<file path="src/rtl/sine_burst_tx_pkg.sv">
// rtl/sine_burst_tx_pkg.sv - shared sine coefficients, state encoding and sample scaling
package sine_burst_tx_pkg;

   localparam int SINE_LEN  = 20;
   localparam int AMP_UNITY = 128;

   // One full period of the reference, also used by the receive-side correlator.
   localparam logic signed [7:0] SINE_T [SINE_LEN] = '{
      8'sd0,    8'sd39,   8'sd75,   8'sd103,  8'sd121,
      8'sd127,  8'sd121,  8'sd103,  8'sd75,   8'sd39,
      8'sd0,   -8'sd39,  -8'sd75,  -8'sd103, -8'sd121,
     -8'sd127, -8'sd121, -8'sd103, -8'sd75,  -8'sd39
   };

   typedef enum logic [1:0] {
      ST_IDLE = 2'd0,
      ST_RUN  = 2'd1,
      ST_DONE = 2'd2
   } state_e;

   // Scale a coefficient by amp/128 with floor rounding, clamp to +-127, then
   // optionally invert; clamping before inversion keeps -128 unreachable.
   function automatic logic signed [7:0] scale_sample(input logic signed [7:0] coef,
                                                      input logic        [7:0] amp,
                                                      input logic              neg);
      logic signed [16:0] prod;
      logic signed [9:0]  shf;
      logic signed [7:0]  sat;
      prod = coef * $signed({1'b0, amp});
      shf  = prod[16:7];
      if (shf > 10'sd127) begin
         sat = 8'sd127;
      end else if (shf < -10'sd127) begin
         sat = -8'sd127;
      end else begin
         sat = shf[7:0];
      end
      return neg ? -sat : sat;
   endfunction

endpackage

</file>
<file path="src/rtl/sine_burst_tx_rom.sv">
// rtl/sine_burst_tx_rom.sv - slot index to signed sine coefficient lookup
module sine_rom
   import sine_burst_tx_pkg::*;
(
   input  logic        [4:0] idx_i,
   output logic signed [7:0] coef_o
);

   // Table lookup; indices past the last slot read as zero.
   always_comb begin
      coef_o = '0;
      if (idx_i < 5'(SINE_LEN)) begin
         coef_o = SINE_T[idx_i];
      end
   end

endmodule

</file>
<file path="src/rtl/sine_burst_tx.sv">
// rtl/sine_burst_tx.sv - burst generator of scaled, phase-selectable 20-slot sine samples
module sine_burst_tx
   import sine_burst_tx_pkg::*;
#(
   parameter int DIV    = 1,
   parameter int NPER_W = 4
) (
   input  logic                     clk,
   input  logic                     rst,
   input  logic                     start,
   input  logic                     stop,
   input  logic                     sym,
   input  logic        [7:0]        amp,
   input  logic        [NPER_W-1:0] nper,
   output logic signed [7:0]        sample,
   output logic        [4:0]        tim,
   output logic                     valid,
   output logic                     busy,
   output logic                     done
);

   localparam logic [7:0]        DIV_LAST = 8'(DIV - 1);
   localparam logic [4:0]        TIM_LAST = 5'(SINE_LEN - 1);
   localparam logic [NPER_W-1:0] NPER_ONE = NPER_W'(1);

   state_e                    state_q, state_d;
   logic        [7:0]         hold_q, hold_d;
   logic        [NPER_W-1:0]  per_q, per_d;
   logic                      sym_q, sym_d;
   logic        [7:0]         amp_q, amp_d;
   logic        [NPER_W-1:0]  nper_q, nper_d;
   logic signed [7:0]         sample_q, sample_d;
   logic        [4:0]         tim_q, tim_d;
   logic                      valid_q, valid_d;
   logic                      busy_q, busy_d;
   logic                      done_q, done_d;
   logic                      load_smp, clear_smp;
   logic signed [7:0]         rom_coef;

   // The ROM is addressed with the upcoming slot so the sample lands with its tim.
   sine_rom u_rom (
      .idx_i  (tim_d),
      .coef_o (rom_coef)
   );

   // Next-state logic: stop wins over everything, then per-state sequencing.
   always_comb begin
      state_d   = state_q;
      hold_d    = hold_q;
      per_d     = per_q;
      sym_d     = sym_q;
      amp_d     = amp_q;
      nper_d    = nper_q;
      tim_d     = tim_q;
      valid_d   = 1'b0;
      busy_d    = busy_q;
      done_d    = 1'b0;
      load_smp  = 1'b0;
      clear_smp = 1'b0;
      if (stop) begin
         state_d   = ST_IDLE;
         hold_d    = '0;
         per_d     = '0;
         tim_d     = '0;
         busy_d    = 1'b0;
         clear_smp = 1'b1;
      end else begin
         case (state_q)
            ST_IDLE: begin
               if (start && (nper != '0)) begin
                  state_d  = ST_RUN;
                  sym_d    = sym;
                  amp_d    = amp;
                  nper_d   = nper;
                  hold_d   = '0;
                  per_d    = '0;
                  tim_d    = '0;
                  valid_d  = 1'b1;
                  busy_d   = 1'b1;
                  load_smp = 1'b1;
               end
            end
            ST_RUN: begin
               if (hold_q == DIV_LAST) begin
                  hold_d = '0;
                  if (tim_q == TIM_LAST) begin
                     if ((per_q + NPER_ONE) == nper_q) begin
                        state_d   = ST_DONE;
                        per_d     = '0;
                        tim_d     = '0;
                        busy_d    = 1'b0;
                        done_d    = 1'b1;
                        clear_smp = 1'b1;
                     end else begin
                        per_d    = per_q + NPER_ONE;
                        tim_d    = '0;
                        valid_d  = 1'b1;
                        load_smp = 1'b1;
                     end
                  end else begin
                     tim_d    = tim_q + 5'd1;
                     valid_d  = 1'b1;
                     load_smp = 1'b1;
                  end
               end else begin
                  hold_d = hold_q + 8'd1;
               end
            end
            ST_DONE: begin
               state_d = ST_IDLE;
               busy_d  = 1'b0;
            end
            default: begin
               state_d   = ST_IDLE;
               busy_d    = 1'b0;
               tim_d     = '0;
               clear_smp = 1'b1;
            end
         endcase
      end
   end

   // Sample path: scale the new slot's coefficient with the parameters in force next cycle.
   always_comb begin
      sample_d = sample_q;
      if (clear_smp) begin
         sample_d = '0;
      end else if (load_smp) begin
         sample_d = scale_sample(rom_coef, amp_d, sym_d);
      end
   end

   // State, counters, latched parameters and registered outputs.
   always_ff @(posedge clk or negedge rst) begin
      if (!rst) begin
         state_q  <= ST_IDLE;
         hold_q   <= '0;
         per_q    <= '0;
         sym_q    <= 1'b0;
         amp_q    <= '0;
         nper_q   <= '0;
         sample_q <= '0;
         tim_q    <= '0;
         valid_q  <= 1'b0;
         busy_q   <= 1'b0;
         done_q   <= 1'b0;
      end else begin
         state_q  <= state_d;
         hold_q   <= hold_d;
         per_q    <= per_d;
         sym_q    <= sym_d;
         amp_q    <= amp_d;
         nper_q   <= nper_d;
         sample_q <= sample_d;
         tim_q    <= tim_d;
         valid_q  <= valid_d;
         busy_q   <= busy_d;
         done_q   <= done_d;
      end
   end

   assign sample = sample_q;
   assign tim    = tim_q;
   assign valid  = valid_q;
   assign busy   = busy_q;
   assign done   = done_q;

endmodule
</file>
<file path="config.mk">
export PLATFORM = sky130hd
export DESIGN_NAME = sine_burst_tx
export DESIGN_NICKNAME = d
export VERILOG_FILES = /design/src/rtl/sine_burst_tx_pkg.sv /design/src/rtl/sine_burst_tx_rom.sv /design/src/rtl/sine_burst_tx.sv
export SDC_FILE = /design/constraint.sdc
export NUM_CORES = 1
export LEC_CHECK = 0
export BUFFER_PORTS_ARGS = -buffer_cell sky130_fd_sc_hd__buf_2
export CAP_MARGIN = 15
export CORE_ASPECT_RATIO = 0.5
export CORE_MARGIN = 2
export CORE_UTILIZATION = 40
export DETAILED_ROUTE_END_ITERATION = 7
export PLACE_DENSITY = 0.58
export SYNTH_ARGS = -nofsm -noshare
export SYNTH_HDL_FRONTEND = slang
export SYNTH_SLANG_ARGS = --single-unit
</file>
<file path="constraint.sdc">
create_clock -name clk -period 9.5 [get_ports clk]
set_input_delay 1.9 -clock clk [delete_from_list [all_inputs] [get_ports clk]]
set_output_delay 1.9 -clock clk [all_outputs]
set_load 0.1 [all_outputs]
</file>
; Word-level counts from Yosys, hierarchy flattened
; Memories as Yosys holds them, arrays and structs flattened.
; Cells that the tools add are included.
[totals]
in_bits = 17
memories = 1
rom_bits = 256
mem_bits_rw = 0
out_inout_bits = 16
reg_bits = 43
latchBits = 0
[memory_table]
columns = memory, depth, width, read_ports, rd_clocked_by_memory_dff, write_ports, line
row1 = (name not given), 32, 8, 1, 0, 0, sine_burst_tx_rom.sv:13  ; coef_o = SINE_T[idx_i];
[classes]
div = 0
magnitude_cmp = 4
bitwise_logic = 2
n_mul = 1
n_shift = 0
addsub = 4
reduce_logical = 11
eq_ne = 8
muxes = 56
[ops]
columns = op, n
row1 = two-way mux 8 bit, 16
row2 = two-way mux 4 bit, 5
row3 = two-way mux 5 bit, 4
row4 = two-way mux 1 bit, 19
row5 = multiplier 8 x 9 -> 17 bit, 1
row6 = case mux 8 bit (2 select lines), 1
row7 = case mux 5 bit (3 select lines), 1
row8 = inequality test 3 bit (second input constant), 4
row9 = greater-than comparator 10 x 8 -> 1 bit (second input constant), 1
row10 = < comparator 10 x 8 -> 1 bit (second input constant), 1
row11 = two-way mux 2 bit, 5
row12 = adder 8 x 1 -> 8 bit (second input constant), 1
row13 = zero test 8 bit, 1
row14 = negator 8 bit, 1
row15 = case mux 4 bit (2 select lines), 1
row16 = AND reduction 4 bit, 2
row17 = >= comparator 6 bit (second input constant), 1
row18 = NOT 5 -> 6 bit, 1
row19 = case mux 1 bit (2 select lines), 3
row20 = adder 5 x 1 -> 5 bit (second input constant), 1
row21 = == test 5 bit (second input constant), 1
row22 = < comparator 5 bit (second input constant), 1
row23 = adder 4 x 1 -> 4 bit (second input constant), 1
row24 = == test 4 bit, 1
row25 = 12 further kinds, 12

; Longest topological paths before layout
; Gate-level depths: netlist of the first run.
[logic_depth]
depth_word = 20
depth_mapped = 40
depth_no_buf = 38

; Cells and area by module
; Synthesis of the first run repeated with hierarchy kept, for this count alone.
[hier_totals]
hier_cells = 534
hier_area_um2 = 4805.9
[by_module_without_submodules]
columns = module, area_each_um2, cells_per_inst, seq_area_each_um2, n_inst
row1 = sine_burst_tx, 4409.2, 483, 1051.0, 1
row2 = sine_rom, 396.6, 51, 0.0, 1

; Worst setup path before layout of the first run
; OpenSTA, ideal clock, no wires.
[synth_path]
path_type = input to register
from = in nper[3]
to = reg sample_q[6] (netlist: sample[6])
t_arrival_ns = 9.346
path_slack_ns = 0.023
cell_stages = 36
setup_ns = 0.131
t_required_ns = 9.369
path_buffers = 1
path_cell_list = o41a_1 a21oi_2 a21o_1 mux2i_1 nor2_1 inv_1 ha_1 nor2_1 o21ai_0 o22ai_2 a21oi_2 nor2_1 fa_1 inv_1 fa_1 inv_1 fa_1 inv_1 fa_1 inv_1 ha_1 buf_4 a21oi_2 o211ai_2 or3_1 nand4_1 nor3b_1 o21ai_2 a21boi_0 ha_1 inv_1 a21oi_1 nand3_1 o21ai_0 nor4b_1 or3_1
[synth_between]
elab_chain_len = 20
[synth_lines]
columns = item, line
row1 = start: declaration, sine_burst_tx.sv:14  ; input logic [NPER_W-1:0] nper,
row2 = nonzero test 4 bit *, sine_burst_tx.sv:70  ; if (start && (nper != '0)) begin
row3 = logical AND 1 bit *, sine_burst_tx.sv:70
row4 = two-way mux 5 bit *, sine_burst_tx.sv:70
row5 = case mux 5 bit (3 select lines) *, sine_burst_tx.sv:68  ; case (state_q)
row6 = two-way mux 5 bit *, sine_burst_tx.sv:60  ; if (stop) begin
row7 = named net tim_d[0], sine_burst_tx.sv:33  ; logic [4:0] tim_q, tim_d;
row8 = NOT 5 -> 6 bit (not written as such), sine_burst_tx_rom.sv:13
row9 = memory (32 x 8 bit), -
row10 = [5 not listed], -
row11 = two-way mux 8 bit, sine_burst_tx_pkg.sv:33  ; end else if (shf < -10'sd127) begin
row12 = two-way mux 8 bit *, sine_burst_tx_pkg.sv:31  ; if (shf > 10'sd127) begin
row13 = two-way mux 8 bit *, sine_burst_tx.sv:128  ; end else if (load_smp) begin
row14 = two-way mux 8 bit *, sine_burst_tx.sv:126  ; if (clear_smp) begin
row15 = negator 8 bit, sine_burst_tx_pkg.sv:38  ; return neg ? -sat : sat;
row16 = two-way mux 8 bit *, sine_burst_tx_pkg.sv:38
row17 = two-way mux 8 bit *, sine_burst_tx.sv:128
row18 = two-way mux 8 bit *, sine_burst_tx.sv:126
row19 = end signal: assignment, sine_burst_tx.sv:154  ; sample_q <= sample_d;
row20 = end: declaration, sine_burst_tx.sv:32  ; logic signed [7:0] sample_q, sample_d;
; Mark *: on every way through the listed nets, which the timed path passes. The rest lies on a longest branch. The select of a mux whose other input is x is not followed.
; A chain may end at the register's enable or synchronous reset.

; Final worst setup path of the first run
; Ends and elaborated chain as after synthesis.

==> results.md, run 1 <==
- The kind of end point of the critical path is a flip-flop.
- The remaining global-route overflow is 0.
- The number of antenna violations at the first check in global routing is 0.
- The area of the die is 13170 sq um.
- The worst hold-check path type is flip-flop to flip-flop.
- Before CTS, the worst setup slack after placement is -0.2218 ns.
- The detailed-route DRC error count is 0.
- In this run the number of H-tree levels came out at 2.
- The mean number of vias per cell is 5.239.
- The clock drives 43 sinks.
- Clock-pin slew was measured on the worst setup and hold paths at 0.06 ns.
- The height of the die is 82.16 microns.
- The total power divided by cell area is 144.5 nW/um^2.
- The via count of the routed design is 4165.
- The final-stage net count is 733.
- The via count of the first global-routing pass was 4002.
- The post-synthesis register bit count is 43.
- The clock arrives with 0.009167 ns of skew.
- The root buffer cell is clkbuf_16.
- Once detail routing completed, the nets flagged for antenna violations numbered 0.
- For this run, the top clock speed supported by timing is 109.8 MHz.
- For this run, the register share of the synthesized area comes to 0.2202.
- Pin placement for this block handled 33 I/O pins.
- The number of hold buffers added after CTS was 0.
- The clock passes through at most 2 buffers.
- The number of nets in the synthesized netlist is 664.
- The core occupancy in the finished layout is 0.4818.
- The share of the clock period used by the worst path is 0.9586.
- Setup slack closes at 0.3932 ns.
- The run finished with clean final reports.
- For the worst setup path, the data required time is 9.67 ns.
- The cell area that synthesis handed to floorplanning was 4887 sq um.
- The insertion delay to the later sink of the worst-skew pair is 0.29 ns.
- The post-route total power is 0.0008269 W.
- The routed wire length is 11450 microns.
- The number of antenna diodes in the final layout is 0.
- The largest net degree at the start of global routing is 44.
- The cell type contributing the most total cell area after synthesis is dfrtp_1.
- Sorting the synthesized cells by area gives the leading types as dfrtp_1 22%, fa_1 14%, ha_1 13%, nor2_1 6.0%, inv_1 4.4%.
- The max-slew violation count is 0.
- TritonCTS built the clock tree.
- The share of synthesized area in the top cell type comes to 0.2202.
- The area overhead of the layout relative to synthesis is 17.08%.
- The maximum cell stage delay along the critical path is 0.57 ns.
- The wire-length estimate of the detail-placed layout is 9276 microns.
- The worst-path cell with the longest stage delay is fa_1.
- Counting flops with a built-in enable in the synthesized netlist gives 0.
- The dominant synthesized flop cell is dfrtp_1.
- After detailed routing, the average wire length per cell comes to 14.40 microns.
- The average cell area after synthesis is 8.727 sq um.
- Measured along the x axis, the die boundary spans 160.3 microns.
- Clock tree synthesis inserted a total of 5 buffers.
- The final number of setup-violating endpoints is 0.
- The worst pin sits at a relative slew slack of 0.3483.
- During synthesis, Yosys emitted a total of 0 warnings.
- The maximum fanout along the worst path is 6.
- In the global route stage, overall resource usage came out at 0.1855.
- The floorplan has 28 rows.
- The initial core utilization is 0.4115.
- The initial detailed-routing violation count is 276.
- The actual slew at the worst max-slew pin is 0.9776 ns.
- The worst setup path is launched from an input pin.
- The final hold violation count is 0.
- The final weighted congestion in routability-driven placement is 0.8464.
- Across the run, the number of max-cap violations was 0.
- The share of post-route cells with drive strength above 1 is 0.1825.
- The first detailed-routing pass took 4 iterations.
- Data arrives at the worst endpoint at 9.27 ns.
- The first global-routing pass estimated 19910 microns of wire.
- The most numerous cell type found on the critical path is inv_1.
- The synthesized netlist contains 70 unique library cells.
- The count of input and output buffers is 32.
- Across the VDD grid, the largest voltage drop is 0.09454 mV.
- The fraction of registers with async set or reset after synthesis is 1.000.
- The leakage power figure is 2.955 nW.
- The classification of the worst setup path is input pin to flip-flop.
- After floorplanning, the core was sized to cover 11880 sq um.
- The gate count of the mapped netlist is 560.
- The smallest clock period supported by the final layout is computed as 9.107 ns.
[through the flow]
stage | instances | hold slack, ns | cell area [sq um] | TNS, ns
finish | 795 | 0.4934 | 5722 | 0
global placement | 781 | 0.4863 | 5475 | -0.2800
floorplan | 560 | 0.4692 | 4887 | 0
global route | 795 | 0.5058 | 5722 | -0.0007425
detailed placement | 781 | 0.4856 | 5475 | -0.3713
CTS | 789 | 0.5004 | 5627 | 0
[cell usage after synthesis, types with 10 or more instances]
cell / count
a21oi_1: 18
dfrtp_1: 43
fa_1: 35
ha_1: 52
inv_1: 57
mux2i_1: 14
nand2_1: 35
nand3_1: 19
nor2_1: 78
nor3_1: 14
o21ai_0: 37
xnor2_1: 10
xor2_1: 13
[placed cells by master, fill, tap and decap left out, types with 3 or more instances in the layout]
cell	n
a21o_1	5
a21oi_1	16
a21oi_2	5
a22o_1	4
a31oi_1	6
and2_1	7
and3_1	5
buf_2	32
buf_4	43
clkbuf_16	5
dfrtp_1	43
fa_1	35
ha_1	52
inv_1	57
mux2_2	5
mux2i_1	13
nand2_1	35
nand2b_1	6
nand3_1	19
nand4_1	6
nor2_1	78
nor2b_1	4
nor3_1	14
nor3b_1	3
o211ai_1	5
o21ai_0	35
o21ai_1	3
or2_1	4
or2_2	4
or3_1	6
xnor2_1	10
xor2_1	13
[area by class of cell]
class	count	area, sq um
fill	1137	6155
multi-input combinational	445	3567
sequential	43	1076
timing repair buffer	76	503.0
inverter	58	217.7
tap	165	206.4
clock buffer	5	125.1
clock inverter	3	26.28
[registers in the layout, summed over array words and instances (netlist names)]
name and flops:
amp_q 8, hold_q 8, sample 8, tim 5
nper_q 4, per_q 4, state_q 2, busy 1
done 1, sym_q 1, valid 1
[power breakdown]
group / total [W] / internal, W / switching, W
registers: 0.000223 / 0.000208 / 0.0000146
logic: 0.000426 / 0.000152 / 0.000273
clock network: 0.000179 / 0.0000999 / 0.0000789
total: 0.000827 / 0.000460 / 0.000367
[critical path: cells and delay by family]
kind	cells	cell delay, ns
adder cells (fa/ha/maj)	7	2.83
AO/OA/AOI/OAI	12	2.30
AND/OR/NAND/NOR	7	1.42
buffers and inverters	6	0.43
multiplexers	2	0.38
[worst paths after layout]
kind / from / endpoint / slack, ns / cells past startpoint
min reg2reg: sample[4]$_DFFE_PN0P_ / sample[4]$_DFFE_PN0P_ / 0.49 / 1
min: sample[4]$_DFFE_PN0P_ / sample[4]$_DFFE_PN0P_ / 0.49 / 1
max in group asynchronous: rst / amp_q[6]$_DFF_PN0_ / 7.12 / 1
max reg2reg: hold_q[0]$_DFFE_PN0P_ / sample[6]$_DFFE_PN0P_ / 1.20 / 35
max: nper[3] / sample[6]$_DFFE_PN0P_ / 0.39 / 34
min in group asynchronous: rst / hold_q[3]$_DFFE_PN0P_ / 1.76 / 1
[layer usage]
metal / global-route usage / part of all wire / up-vias
met1: 0.2642 / 0.51 / 2017
met4: 0.02523 / 0.0059 / 0
li1: - / - / 2065
met2: 0.3113 / 0.45 / 77
met3: 0.02697 / 0.035 / 6
met5: 0 / 0 / -
[repair_timing]
| action | 4_1_cts | 5_1_grt |
|---|---|---|
| endpoints found under the setup margin | 0 | 2 |
| setup buffers | 0 | 6 |
| resized for setup | 0 | 12 |
[logic make-up (layout without fill, tap and decap cells)]
family	Yosys count	in the layout	share of synthesized area
simple gates	203	203	0.2038
compound gates	113	113	0.1580
fa+ha+maj	87	87	0.2765
buf+inv	72	142	0.06016
flops	43	43	0.2202
xor+xnor	23	23	0.04122
mux	19	19	0.04019
No activity file was read; power rests on OpenSTA's default activity.
==> run 2, diff against run 1 <==
- ABC_AREA: unset -> 1
==> run 2 against run 1 <==
Maximum frequency is 4.8% higher. Die area grew 1.0%. Non-clock buffer count is 44 lower. Final area fell by 5.2%. Highest routed layer unchanged.
==> results.md, run 2 <==
- The root buffer cell is clkbuf_16.
- The most frequent standard cell in the layout excluding fill and tap cells is nand2_1.
- The final antenna-violating net count is 0.
- The TritonCTS clock tree is yes.
- The arrival time of data at the critical path endpoint is 8.87 ns.
- For this run, the number of Yosys warnings is 0.
- In this design, the stage delay of the slowest critical-path cell is 0.54 ns.
- The count of input and output buffers is 32.
- Across all layers, the routed design uses 4188 vias.
- The cell type contributing the most total cell area after synthesis is dfrtp_1.
- The peak clock frequency supported by timing is 115.0 MHz.
- The worst slew slack as a fraction of its limit is 0.3390.
- The number of antenna diodes in the final layout is 0.
- After filler insertion, the fill cell instance count of the layout stands at 1244.
- The dominant synthesized flop cell is dfrtp_1.
- The most numerous cell on the critical path is nand2_1.
- At the end of routability-driven placement, the weighted congestion stood at 0.8545.
- After routing, the total negative slack on setup checks comes to 0 ns.
- The die is 161.1 microns wide.
- Of all nets on the critical path, the largest fanout is 8.
- The number of clock sinks is 43.
- The average wire per standard cell is 12.99 microns.
- The area of the die is 13310 sq um.
- The later pin in the worst-skew pair is clocked with a latency of 0.28 ns.
- The kind of end point of the critical path is a flip-flop.
- In this run, the number of DRC markers left after iteration 0 of detailed routing was 205.
- The number of clock buffers added by TritonCTS is 5.
- 33 I/O pins were placed.
- Setup repair after global routing left no endpoint under its margin.
- Together, buffers and inverters on the worst path number 8.
- The share of post-route cells with drive strength above 1 is 0.1459.
- The remaining global-route overflow is 0.
- After clock tree synthesis, the clock-pin slew on the worst setup and hold paths is 0.06 ns.
- The tightest min-delay check is of the flip-flop to flip-flop type.
- The tool flagged a number of max-cap violations equal to 0.
- The sequential fraction of the synthesis area is 0.2179.
- The height of the die is 82.57 microns.
- In the routed design, unresolved DRC markers number 0.
- Compared with the post-synthesis result, the final layout area differs by 9.856%.
- The wire length of the first global-routing pass is 20170 microns.
- Detailed placement finished with a half-perimeter wire length of 9349 microns.
- The post-CTS repair timing setup buffer count is 0.
- The area used by multi-input combinational logic is 3338 sq um.
- The mean number of vias per cell is 4.847.
- Of all flip-flops after synthesis, the portion carrying an async set or reset was 1.000.
- The gate count of the mapped netlist is 663.
- The worst setup path is launched from an input pin.
- The sequential cell area in the final layout is 1076 sq um.
- The initial core utilization is 0.4146.
- The most common cell in the synthesized netlist is nand2_1.
- The max-slew violation count is 0.
- The final hold violation count is 0.
- The number of different library cells in the post-synthesis netlist is 46.
- The share of synthesized area in the top cell type comes to 0.2179.
- The finished layout holds 864 standard cells, fillers aside.
- Yosys attributes the largest share of cell area to dfrtp_1 22%, fa_1 14%, ha_1 13%, nand2_1 11%, inv_1 8.3%.
- The share of the clock period used by the worst path is 0.9151.
- Yosys mapped a number of flops with a built-in enable equal to 0.
- The buffer levels on the longest clock path is 2.
- For this run, the total global-route usage over all layers was measured as 0.1871.
- The classification of the worst setup path is input pin to flip-flop.
- The final-stage net count is 802.
- In this run the cell area of the synthesized design comes to 4938 sq um.
- The number of placement rows is 28.
- The clock tree synthesis step divided the H-tree into 2 levels.
- The via count of the first global-routing pass came to 4166.
- The core region is 11910 sq um.
- The placed instance count is 856.
- In this run, synthesis produced a sequential element count of 43.
- At the worst endpoint, the required time is 9.67 ns.
- The largest net degree at the start of global routing is 44.
- The routed design could run at a clock period as short as 8.693 ns.
- The number of nets handed over by synthesis was 767.
- The final layout contains routed wiring with a total length of 11220 microns.
- A synthesized cell averages 7.449 sq um.
- At the pin with the least slew margin, the transition time is 0.9915 ns.
- Ranked by instance count, the synthesized netlist is headed by 141 x nand2_1, 109 x inv_1, 77 x nor2_1, 52 x ha_1, 43 x dfrtp_1.
- The worst-path cell with the longest stage delay is fa_1.
- The number of search-and-repair iterations in the first detailed-routing pass is 6.
- The run finished with clean final reports.
- The number of antenna violations at the first check in global routing is 0.
- In this design, the largest share of critical-path delay is due to adder cells.
- The library cells used most frequently in the layout, excluding fill and tap cells, are 141 x nand2_1, 109 x inv_1, 77 x nor2_1, 52 x ha_1, 43 x dfrtp_1.
- Clock skew on the completed layout was measured at 0.004089 ns.
- The final number of setup-violating endpoints is 0.
==> run 2: routing by layer <==
metal / share of wire / track usage / routed length (microns) / vias to the layer above
met5: 0 / 0 / 0 / -
met4: 0.0029 / 0.02589 / 32 / 0
met3: 0.032 / 0.02847 / 359 / 2
met2: 0.44 / 0.3150 / 4970 / 60
met1: 0.52 / 0.2639 / 5858 / 1945
li1: - / - / - / 2181
==> run 2: final timing paths <==
path                                       start               endpoint  slack, ns  depth (start not counted)
max                                      nper[0]  sample[6]$_DFFE_PN0P_       0.81                         45
min                             busy$_DFFE_PN0P_       busy$_DFFE_PN0P_       0.48                          2
max reg2reg                hold_q[0]$_DFFE_PN0P_  sample[6]$_DFFE_PN0P_       1.92                         47
min reg2reg                     busy$_DFFE_PN0P_       busy$_DFFE_PN0P_       0.48                          2
max in group asynchronous                    rst  sample[3]$_DFFE_PN0P_       7.10                          1
min in group asynchronous                    rst       tim[1]$_DFF_PN0_       1.79                          1
==> run 2: worst reg2reg max path: cells and delay by family, from the launching register on <==
kind	cells	cell delay, ns
fa+ha+maj	8	3.09
compound gates	5	0.90
buf+inv	7	0.48
flops	1	0.42
simple gates	27	2.55
==> run 2: cells by family (layout without fill, tap and decap cells) <==
logic type               Yosys count  in the layout  share of synthesized area
AND/OR/NAND/NOR                  300            300                     0.2703
buffers and inverters            138            174                     0.1087
adder cells (fa/ha/maj)           87             87                     0.2736
AO/OA/AOI/OAI                     84             84                     0.1095
flip-flops                        43             43                     0.2179
XOR/XNOR                          10             10                    0.01773
multiplexers                       1              1                   0.002280
==> run 2: cell type report <==
| type | count | area share |
|---|---|---|
| sequential | 43 | 0.1983 |
| clock buffer | 6 | 0.02375 |
| multi-input combinational | 482 | 0.6153 |
| clock inverter | 2 | 0.002306 |
| tap | 165 | 0.03805 |
| inverter | 134 | 0.09271 |
| timing repair buffer | 32 | 0.02952 |
==> run 2: timing repair <==
item | CTS | global route
gates resized for setup | 0 | 3
endpoints found under the setup margin | 0 | 2
hold buffers | 0 | 0
==> run 2: through the flow <==
stage,area [sq um],worst slack [ns],hold slack (ns),utilization
6_report,5425,0.8065,0.4771,0.4555
5_1_grt,5425,0.08032,0.5001,0.4555
3_5_place_dp,5271,0.3255,0.4602,0.4425
2_1_floorplan,4938,1.324,0.4698,-
3_3_place_gp,5271,0.3026,0.4596,0.4425
4_1_cts,5413,0.5731,0.4760,0.4544
Power of run 2 is not shown: default switching activity piles up to over one toggle a cycle in this logic, so the estimate is an artifact.
==> run 3, diff against run 2 <==
- GPL_ROUTABILITY_DRIVEN: unset -> 0
- REMOVE_ABC_BUFFERS: unset -> 1
==> run 3 against run 2 <==
Hold slack got worse by 0.0075 ns. Sequential share of layout area barely moved. Die area did not move. Utilization rose by 0.095 points. Via count rose by 0.45%. Highest routed layer unchanged. Count of clock-buffer cells in the layout fell by 1. Flip-flop and latch count did not move. Critical path type unchanged.
==> results.md, run 3 (synthesized netlist as in run 2, its figures left out) <==
- The run finished with clean final reports.
- The number of antenna violations at the first check in global routing is 0.
- In this run the critical register-to-register path is launched from tim[1]$_DFF_PN0_.
- The top cell types in the final layout, fill and taps aside, are 141 x nand2_1, 109 x inv_1, 77 x nor2_1, 52 x ha_1, 43 x dfrtp_1.
- The worst hold-check path type is flip-flop to flip-flop.
- The initial utilization of the core area, before any placement, comes to 0.4146.
- The clock reaches the later pin of the worst-skew pair after 0.28 ns.
- The cell sitting at the root of the clock tree is a clkbuf_16.
- Setup violations remaining at the end of the flow were counted as 0.
- The startpoint identified for the worst hold timing path is busy$_DFFE_PN0P_.
- The largest net degree at the start of global routing is 44.
- The max-slew violation count came to 0.
- Hold repair after CTS inserted 0 buffers.
- In this run the core area contains 28 standard-cell rows.
- TritonCTS built the clock tree.
- The required time at the endpoint of the critical path is 9.68 ns.
- The register-to-register setup slack is 1.94 ns.
- The most frequent standard cell in the layout excluding fill and tap cells is nand2_1.
- For the worst flop-to-flop path, the logic depth is 45.
- The clock transition at the register clock pins on the worst setup and hold paths after CTS is 0.07 ns.
- The average wire per standard cell is 12.73 microns.
- The kind of end point of the critical path is a flip-flop.
- The via count of the routed design is 4207.
- The via count of the first global-routing pass was 4114.
- For the worst setup path, the data arrival time is 8.85 ns.
- Subtracting the final worst setup slack from the clock period gives 8.668 ns.
- The buffer levels on the longest clock path is 2.
- The die covers 13310 sq um.
- The worst-path cell with the longest stage delay is fa_1.
- Based on the critical path, the design can be clocked at up to 115.4 MHz.
- After the last flow step, the layout net total stands at 802.
- For this design the top-level I/O count stands at 33.
- Of all nets on the critical path, the largest fanout is 8.
- The first global-routing pass estimated 19540 microns of wire.
- The height of the die is 82.57 microns.
- Once layout is complete, the utilization of the core stands at 0.4564.
- The detailed-route DRC error count is 0.
- The total negative slack for setup checks is 0 ns.
- The clock arrives with 0.006444 ns of skew.
- 0 antenna diodes ended up in the layout.
- For hold timing, the worst endpoint is busy$_DFFE_PN0P_.
- The area overhead of the layout relative to synthesis is 10.08%.
- The number of search-and-repair iterations in the first detailed-routing pass is 4.
- The remaining global-route overflow is 0.
- CTS saw 43 sinks.
- The final hold violation count is 0.
- By startpoint and endpoint, the worst setup path is classified as input pin to flip-flop.
- The total track usage is 0.1810.
- The hold-critical path depth is 2.
- Counting the buffers created by CTS gives 5.
- The initial detailed-routing violation count is 274.
- Setup repair after global routing left no endpoint under its margin.
- The routed wire length is 11000 microns.
- The placeable core area is 11910 sq um.
- Dividing the detail-routed via count by the number of cells gives 4.869.
- In this run the horizontal extent of the chip is 161.1 microns.
- For this run, the slowest stage of the critical path takes 0.54 ns.
- The share of post-route cells with drive strength above 1 is 0.1488.
- The share of the clock period used by the worst path is 0.9124.
- CTS built an H-tree with a depth of 2.
- The most numerous cell on the critical path is nand2_1.
- The type of element launching the critical path is an input pin.
- In this run the tightest slew margin relative to its limit is 0.3309.
- The placed wire-length estimate is 9141 microns.
- The critical register-to-register path endpoint is sample[6]$_DFFE_PN0P_.
- In this run the tool buffered the top-level ports with 32 buffer cells.
- The actual slew at the worst max-slew pin is 1.004 ns.
- The max capacitance violation total is 0.
- The detail route stage leaves a number of antenna-violating nets equal to 0.
-- run 3: cell count changes in the layout (fill, tap and decap cells not counted) --
| cell | previous run | this run |
|---|---|---|
| o21ai_2 | 12 | 13 |
| o21ai_1 | 13 | 12 |
| clkinv_2 | 1 | 0 |
| inv_6 | 0 | 1 |
| clkbuf_1 | 1 | 0 |
| clkinvlp_4 | 1 | 2 |
-- run 3: worst max-delay path: cells and delay by family --
family	cells	cell delay, ns
AO/OA/AOI/OAI	6	1.29
adder cells (fa/ha/maj)	7	2.90
buffers and inverters	8	0.56
AND/OR/NAND/NOR	24	2.15
-- run 3: cell type report --
class | instances | area, sq um
repair buffers | 32 | 160.2
clock inverters | 3 | 23.77
well taps | 165 | 206.4
flip-flops and latches | 43 | 1076
multi-input cells | 482 | 3342
clock buffers | 5 | 125.1
inverters | 134 | 503.0
fillers | 1214 | 6475
-- run 3: per-layer routing --
metal,global-route usage,up-vias,part of all wire,wire length [microns]
li1,-,2174,-,-
met1,0.2502,1975,0.51,5620
met2,0.3120,54,0.45,4937
met3,0.02348,4,0.035,384
met4,0.03125,0,0.0050,55
met5,0,-,0,0
-- run 3: worst max-delay path by stage --
stage / to / cells past startpoint / start / slack, ns
after CTS: sample[6]$_DFFE_PN0P_ / 45 / nper[0] / 0.51
after detailed placement: sample[6]$_DFFE_PN0P_ / 45 / nper[0] / 0.25
after floorplan: sample[6]$_DFFE_PN0P_ / 42 / nper[0] / 1.32
final: sample[6]$_DFFE_PN0P_ / 45 / nper[0] / 0.83
after global placement: sample[6]$_DFFE_PN0P_ / 45 / nper[0] / 0.27
after global routing: sample[6]$_DFFE_PN0P_ / 43 / nper[0] / 0.08
-- run 3: timing repair --
item                       4_1_cts  5_1_grt
setup endpoints to repair        0        2
setup buffers                    0        0
hold endpoints to repair         0        0
gates resized for setup          0        4
-- run 3: per-stage QoR --
stage	setup WS, ns	instance area [sq um]	hold WS, ns	instances
6_report	0.8323	5436	0.4696	864
5_1_grt	0.07751	5436	0.5027	864
4_1_cts	0.5134	5420	0.4790	864
3_5_place_dp	0.2510	5271	0.4617	856
3_3_place_gp	0.2724	5271	0.4548	856
2_1_floorplan	1.323	4905	0.4698	659
Power of run 3 is left out for the same reason.
